$ cat src/rtl/exe_stage.sv
// Execute stage: Val2 operand generator, ALU with NZCV flags, branch-target adder,
// status register and the EX/MEM pipeline register.
module exe_stage #(
    parameter int n = 32
) (
    input  logic         clk,
    input  logic         rst,
    input  logic         freeze,
    input  logic [3:0]   EXE_CMD,
    input  logic         S,
    input  logic         B,
    input  logic         imm,
    input  logic         MEM_R_EN,
    input  logic         MEM_W_EN,
    input  logic         WB_EN,
    input  logic [3:0]   Dest,
    input  logic [n-1:0] Val_Rn,
    input  logic [n-1:0] Val_Rm,
    input  logic [n-1:0] PC,
    input  logic [23:0]  Signed_imm_24,
    input  logic [11:0]  Shift_operand,
    output logic         Branch_taken,
    output logic [n-1:0] Branch_Address,
    output logic [3:0]   SR,
    output logic [n-1:0] ALU_Res_out,
    output logic [n-1:0] Val_Rm_out,
    output logic [3:0]   Dest_out,
    output logic         WB_EN_out,
    output logic         MEM_R_EN_out,
    output logic         MEM_W_EN_out
);

    logic [31:0] imm8_s;
    logic [5:0]  imm_rot_s;
    logic [31:0] imm_val_s;
    logic [4:0]  shamt_s;
    logic [31:0] ror_s;
    logic [31:0] val2_s;
    logic [32:0] sum_s;
    logic [31:0] res_s;
    logic        c_s;
    logic        v_s;
    logic [3:0]  flags_s;

    // Rotate-by-zero must be a no-op; a shift by the full width yields zero, so the OR stays exact.
    assign imm8_s    = {24'd0, Shift_operand[7:0]};
    assign imm_rot_s = {1'b0, Shift_operand[11:8], 1'b0};
    assign imm_val_s = (imm8_s >> imm_rot_s) | (imm8_s << (6'd32 - imm_rot_s));
    assign shamt_s   = Shift_operand[11:7];
    assign ror_s     = (Val_Rm >> shamt_s) | (Val_Rm << (6'd32 - {1'b0, shamt_s}));

    assign Branch_taken   = B;
    assign Branch_Address = PC + {{6{Signed_imm_24[23]}}, Signed_imm_24, 2'b00};

    // Second-operand selection: immediate, memory offset, or shifted register.
    always_comb begin
        val2_s = Val_Rm;
        if (imm) begin
            val2_s = imm_val_s;
        end else if (MEM_R_EN || MEM_W_EN) begin
            val2_s = {20'd0, Shift_operand};
        end else if (shamt_s == 5'd0) begin
            val2_s = Val_Rm;
        end else begin
            case (Shift_operand[6:5])
                2'b00:   val2_s = Val_Rm << shamt_s;
                2'b01:   val2_s = Val_Rm >> shamt_s;
                2'b10:   val2_s = $unsigned($signed(Val_Rm) >>> shamt_s);
                2'b11:   val2_s = ror_s;
                default: val2_s = Val_Rm;
            endcase
        end
    end

    // ALU; subtraction is Rn + ~Val2 + 1 so bit 32 is directly the ARM "not borrow" carry.
    always_comb begin
        sum_s = 33'd0;
        res_s = 32'd0;
        c_s   = SR[1];
        v_s   = SR[0];
        case (EXE_CMD)
            4'b0001: res_s = val2_s;
            4'b1001: res_s = ~val2_s;
            4'b0010, 4'b0011: begin
                sum_s = {1'b0, Val_Rn} + {1'b0, val2_s}
                        + {32'd0, (EXE_CMD == 4'b0011) ? SR[1] : 1'b0};
                res_s = sum_s[31:0];
                c_s   = sum_s[32];
                v_s   = (Val_Rn[31] == val2_s[31]) && (sum_s[31] != Val_Rn[31]);
            end
            4'b0100, 4'b0101: begin
                sum_s = {1'b0, Val_Rn} + {1'b0, ~val2_s}
                        + {32'd0, (EXE_CMD == 4'b0101) ? SR[1] : 1'b1};
                res_s = sum_s[31:0];
                c_s   = sum_s[32];
                v_s   = (Val_Rn[31] != val2_s[31]) && (sum_s[31] != Val_Rn[31]);
            end
            4'b0110: res_s = Val_Rn & val2_s;
            4'b0111: res_s = Val_Rn | val2_s;
            4'b1000: res_s = Val_Rn ^ val2_s;
            default: res_s = 32'd0;
        endcase
        flags_s = {res_s[31], (res_s == 32'd0), c_s, v_s};
    end

    // Status register: updates only for flag-setting instructions outside a stall.
    always_ff @(posedge clk or negedge rst) begin
        if (!rst) begin
            SR <= 4'd0;
        end else if (S && !freeze) begin
            SR <= flags_s;
        end
    end

    // EX/MEM pipeline register.
    always_ff @(posedge clk or negedge rst) begin
        if (!rst) begin
            ALU_Res_out  <= 32'd0;
            Val_Rm_out   <= 32'd0;
            Dest_out     <= 4'd0;
            WB_EN_out    <= 1'b0;
            MEM_R_EN_out <= 1'b0;
            MEM_W_EN_out <= 1'b0;
        end else if (!freeze) begin
            ALU_Res_out  <= res_s;
            Val_Rm_out   <= Val_Rm;
            Dest_out     <= Dest;
            WB_EN_out    <= WB_EN;
            MEM_R_EN_out <= MEM_R_EN;
            MEM_W_EN_out <= MEM_W_EN;
        end
    end

endmodule

$ cat config.mk
export PLATFORM = sky130hd
export DESIGN_NAME = exe_stage
export DESIGN_NICKNAME = d
export VERILOG_FILES = /design/src/rtl/exe_stage.sv
export SDC_FILE = /design/constraint.sdc
export NUM_CORES = 1
export LEC_CHECK = 0
export CORE_ASPECT_RATIO = 1.25
export CORE_MARGIN = 3
export CORE_UTILIZATION = 40
export DETAILED_ROUTE_END_ITERATION = 8
export PLACE_DENSITY_LB_ADDON = 0.25
export SLEW_MARGIN = 25
export SYNTH_ARGS = -nofsm -noshare
export SYNTH_HDL_FRONTEND = slang
export SYNTH_SLANG_ARGS = --single-unit
$ cat constraint.sdc
create_clock -name clk -period 11.1 [get_ports clk]
set_input_delay 2.22 -clock clk [delete_from_list [all_inputs] [get_ports clk]]
set_output_delay 2.22 -clock clk [all_outputs]
set_load 0.02 [all_outputs]
======== After elaboration in Yosys (flattened, before gate mapping) ========
Cells that the tools add are included.
storage, ports and cells
  register bits after elaboration ......... 75
  input bits .............................. 149
  output and inout port bits .............. 108
operators by class
  $add $sub $neg .......................... 7
  eq/ne operators ......................... 16
  shift-type cells ........................ 6
  multiplexer cells ....................... 9
  bitwise operators ....................... 6
  reductions and logical operators ........ 12
operators with widths
  cell                                                                number
  32-bit case mux with 7 select lines                                 1
  32-bit case mux with 4 select lines                                 1
  32-bit 2-to-1 mux                                                   3
  32-bit OR                                                           3
  32-bit by 32-bit adder with 33-bit output                           2
  33-bit by 1-bit adder with 33-bit output                            2
  32-bit adder                                                        1
  32-bit AND                                                          1
  32-bit logical NOT                                                  1
  32-bit inverter                                                     1
  32-bit by 5-bit << shifter with 32-bit output                       1
  32-bit by 6-bit << shifter with 32-bit output                       1
  8-bit by 6-bit << shifter with 32-bit output                        1
  32-bit by 5-bit >> shifter with 32-bit output                       1
  8-bit by 5-bit >> shifter with 32-bit output                        1
  32-bit by 5-bit >>> shifter with 32-bit output                      1
  32-bit XOR                                                          1
  4-bit by 3-bit == test with 1-bit output (second input constant)    4
  6-bit by 5-bit subtractor with 6-bit output (first input constant)  2
  4-bit by 2-bit == test with 1-bit output (second input constant)    2
  4-bit == test (second input constant)                               2
  5-bit logical NOT                                                   1
  2-bit == test (second input constant)                               2
  4-bit by 1-bit == test with 1-bit output (second input constant)    1
  other kinds (12)                                                    19

======== Longest topological paths before layout ========
  depth after elaboration ................. 13
  gate-level depth with buffers ........... 32
  mapped depth without buffers ............ 25

======== Worst setup path before layout ========
No wires, ideal clock.
  kind .................................... input-to-reg
  start point ............................. input port Shift_operand[9]
  end point ............................... register SR[0]
  arrival time ............................ 8608 ps
  data required time ...................... 10969 ps
  setup slack ............................. 2360 ps
  stages on the path ...................... 29
  buffers on the path ..................... 8
  path through ............................ buf_2 buf_2 inv_1 clkbuf_1 buf_1 ha_1 nor2b_1 xnor2_1 buf_2 buf_4 buf_2 mux2i_1 nor2_1 a221oi_1 o21ai_0 inv_1 ha_1 clkbuf_1 or4_1 nand4b_1 a211oi_1 nor2_1 a2111oi_2 o211a_1 o21ba_2 a21oi_1 or2_2 a221oi_1 o31ai_1
on the way
  word-level cells in the longest chain between the ends .. 13
ends and longest elaborated chain
  what                                           line  source
  start, declared                                21    input logic [11:0] Shift_operand,
  6-bit by 5-bit subtractor with 6-bit output    50    assign ror_s = (Val_Rm >> shamt_s) | (Val_Rm << (6'd32 - {1'b0, shamt_s}));
  32-bit by 6-bit << shifter with 32-bit output  50
  32-bit OR                                      50
  32-bit case mux with 4 select lines            65    case (Shift_operand[6:5])
  32-bit 2-to-1 mux                              62    end else if (shamt_s == 5'd0) begin
  32-bit 2-to-1 mux                              60    end else if (MEM_R_EN || MEM_W_EN) begin
  32-bit 2-to-1 mux *                            58    if (imm) begin
  32-bit inverter                                92    sum_s = {1'b0, Val_Rn} + {1'b0, ~val2_s}
  32-bit by 32-bit adder with 33-bit output      92
  33-bit by 1-bit adder with 33-bit output       93    + {32'd0, (EXE_CMD == 4'b0101) ? SR[1] : 1'b1};
  1-bit inequality test                          96    v_s = (Val_Rn[31] != val2_s[31]) && (sum_s[31] != Val_Rn[31]);
  1-bit logical AND                              96
  1-bit case mux with 2 select lines *           81    case (EXE_CMD)
  end signal, assigned                           111   SR <= flags_s;
  end, declared                                  24    output logic [3:0] SR,
Every way passes the cells marked *; elsewhere a longest branch is shown, timed or not.
A chain may end at the register's enable or synchronous reset.

======== Worst setup path after layout ========
  start point ............................. input port Shift_operand[8]
  end point ............................... register SR[2]
on the way
  word-level cells in the longest chain between the ends .. 12
ends and longest elaborated chain
  what                                           line    source
  6-bit by 5-bit subtractor with 6-bit output    50
  32-bit by 6-bit << shifter with 32-bit output  50
  32-bit OR                                      50
  32-bit case mux with 4 select lines            65
  32-bit 2-to-1 mux                              62
  32-bit 2-to-1 mux                              60
  32-bit 2-to-1 mux *                            58
  32-bit inverter                                83, 92
  32-bit by 32-bit adder with 33-bit output      92
  33-bit by 1-bit adder with 33-bit output       93
  32-bit case mux with 7 select lines *          81
  32-bit logical NOT *                           103     flags_s = {res_s[31], (res_s == 32'd0), c_s, v_s};
Marked as above.

==> impl_metrics.json <==
{
  "status": "finished clean",
  "wl_met1_um": 36700,
  "fin_util": 0.484,
  "dr_wl_met2_um": 48700,
  "cts_max_path_buffers": 2,
  "dpl_cell_area_mm2": 0.0223,
  "power_switching_mw": 1.03,
  "rows": 88,
  "nNetsFinal": 2864,
  "dp_hpwl_um": 79100,
  "period_minus_slack_ns": 9.75,
  "path_buf_inv": 4,
  "cts_made_buffers": 9,
  "path_class": "in -> reg",
  "slew_headroom": 0.228,
  "yosysWarnings": 0,
  "hold_buffers": 0,
  "tns_ns": 0,
  "clk_latency_ns": 0.39,
  "reg2reg_to": "SR[2]$_DFFE_PN0P_",
  "antenna_found_initial": 3,
  "coreArea_mm2": 0.0466,
  "cts_resized": 0,
  "crit_slowest_cell": "xnor2_2",
  "routabilityCongestion": 1.11,
  "ys_ff_latch": 75,
  "arrival_ns": 10.07,
  "ant_nets": 0,
  "postCtsSetupBuffers": 0,
  "track_usage": 0.403,
  "worstHoldPathType": "reg -> reg",
  "wirelength_um": 106000,
  "power.density_mw_per_mm2": 91.1,
  "io_buffers": 250,
  "vias": 22700,
  "syn-num-nets": 2716,
  "drt_iter0_drc": 2844,
  "setup_viol": 0,
  "seq_power_share": 0.164,
  "synthMostInstantiatedCell": "nor2_1",
  "via_per_inst": 7.08,
  "synthTopCellsByCount": "nor2_1 (211), a21oi_1 (167), nand2_1 (159)",
  "intPower_mw": 1.02,
  "synth.largest_area_cell": "mux4_2",
  "critPathLaunch": "Shift_operand[8]",
  "grt_pass1_vias": 21700,
  "rsz0062_at_grt": "no",
  "clock_skew_ns": 0.00729,
  "die_height_um": 250,
  "diodes": 0,
  "fillers": 4671,
  "async_flop_share": 1.00,
  "cpPeakStageDelay_ns": 0.81,
  "worstMarginPinSlew_ns": 1.15,
  "synth_ff_type": "dfrtp_1",
  "area.growth.synth_to_final_pct": 18.5,
  "cp-start-kind": "input pin",
  "netlist_instances": 2427,
  "fmax_ghz": 0.103,
  "synth-edff-count": 0,
  "io_pins": 257,
  "whs_ns": 0.479,
  "grt_pass1_wl_um": 152000,
  "rr_worst_depth": 17,
  "drive_gt1_frac": 0.153,
  "dieArea_mm2": 0.0503,
  "finalCritPeriodShare": 0.878,
  "crit_family": "simple AND/OR/NAND/NOR gates",
  "ys_seq_area_frac": 0.0986,
  "clock-root-buffer": "clkbuf_16",
  "cts_tree": "done",
  "max-cap-violations": 0,
  "synth_area_per_cell_um2": 7.84,
  "slew_viol_final": 0,
  "cp.required_ns": 11.42,
  "highest_layer": "met5",
  "synth_top_cell_area_share": 0.117,
  "worst_ir_drop_vdd_mv": 0.111,
  "synthDistinctLibCells": 92,
  "pwr-share-clk": 0.150,
  "start_util": 0.409,
  "hold_viol": 0,
  "share_comb_of_total_power": 0.685,
  "cts.sinks": 75,
  "regToRegSetupSlack_ns": 6.04,
  "timing.rr.start": "SR[1]$_DFFE_PN0P_",
  "swShare": 0.504,
  "wire_per_inst_um": 32.9,
  "endpoint_kind": "register",
  "cts_max_level": 3,
  "die_x_um": 201,
  "syn-cell-area_mm2": 0.0190,
  "leakagePower_nw": 8.96,
  "cp.depth": 24,
  "drc": 0,
  "stdcell_area_mm2": 0.0226,
  "hold_path.startpoint": "ALU_Res_out[3]$_DFFE_PN0N_",
  "synth_area_leaders": "mux4_2 (12%), dfrtp_1 (9.9%), ha_1 (8.9%), mux2i_1 (6.1%), mux2_2 (5.0%)",
  "clk_pin_slew_ns": 0.08,
  "wl_met3_um": 10800,
  "critPathMaxFanout": 30,
  "drtPass1Iterations": 6,
  "grt_remaining_overflow": 0,
  "cp-endpoint": "SR[2]$_DFFE_PN0P_",
  "crit_chain": "buf_6 -> inv_1 -> ha_1 -> nor2b_1 -> xnor2_2 -> nand3_1 -> a31oi_1 -> nor4_2 -> o221ai_1 -> inv_1 -> ha_1 -> or4_1 -> nand4b_1 -> a211oi_1 -> nor2_1 -> a2111oi_2 -> o41a_1 -> o311ai_0 -> nor3_1 -> nand4_1 -> nor4_1 -> buf_4 -> nand4_1 -> o21ai_1",
  "grt_max_degree": 128
}
-- cell type report --
class                   count  area [um2]  area share
multi-input cells        1994       15700       0.698
repair buffers            369        3390       0.150
flip-flops and latches     75        1880      0.0832
well taps                 630         788      0.0349
inverters                 126         473      0.0210
clock buffers               9         225     0.00998
clock inverters             7        61.3     0.00272
-- how the worst min path moves through the flow --
stage	to	slack (ns)	cells past startpoint
after CTS	ALU_Res_out[3]$_DFFE_PN0N_	0.48	1
after detailed placement	ALU_Res_out[3]$_DFFE_PN0N_	0.47	1
after global routing	ALU_Res_out[13]$_DFFE_PN0N_	0.50	1
after floorplan	SR[3]$_DFFE_PN0P_	0.58	2
after global placement	ALU_Res_out[27]$_DFFE_PN0N_	0.46	1
final	ALU_Res_out[3]$_DFFE_PN0N_	0.48	1
-- kinds of logic (layout without fill, tap and decap cells) --
kind of cell / after synthesis / in the layout / synth area share
AO/OA/AOI/OAI: 795 / 795 / 0.292
AND/OR/NAND/NOR: 706 / 706 / 0.182
flip-flops: 75 / 75 / 0.0986
XOR/XNOR: 50 / 50 / 0.0234
adder cells (fa/ha/maj): 140 / 140 / 0.0940
multiplexers: 303 / 303 / 0.233
buffers and inverters: 358 / 511 / 0.0777
-- layer usage --
metal	GRT usage	up-vias
met4	0.285	2
met5	0	-
met2	0.664	1698
met3	0.0917	437
li1	-	9600
met1	0.460	11000
-- sequential cells by signal, indices dropped and copies added, names as in the netlist --
register / cells
MEM_W_EN_out: 1
Val_Rm_out: 32
WB_EN_out: 1
MEM_R_EN_out: 1
ALU_Res_out: 32
Dest_out: 4
SR: 4
-- cells in the final DEF, fill, tap and decap left out, types with 45 or more instances in the layout --
cell type / instances
dfrtp_1: 75
mux4_2: 99
nor2_1: 209
a211oi_1: 53
mux2_2: 85
o21ai_0: 112
buf_4: 119
ha_1: 135
inv_1: 123
clkdlybuf4s50_1: 240
nand3_1: 45
a21oi_1: 166
mux2i_1: 116
nand2_1: 159
nor3_1: 68
-- power by group through the flow --
stage	Sequential, mW	Combinational, mW	Clock, mW
after CTS	0.338	1.37	0.316
after floorplan	0.386	0.770	0
after global placement	0.341	1.36	0
after global routing	0.342	1.48	0.324
after detailed placement	0.343	1.36	0
final	0.337	1.41	0.309
-- per-stage QoR --
stage | setup WS [ns] | total power, mW | std cells
after floorplan | 2.36 | 1.16 | 2427
after global placement | 1.22 | 1.70 | 3194
after detailed placement | 1.35 | 1.70 | 3194
after CTS | 1.75 | 2.02 | 3210
after global routing | 1.11 | 2.14 | 3210
final | 1.35 | 2.06 | 3210
(Power assumes the default switching activity.)
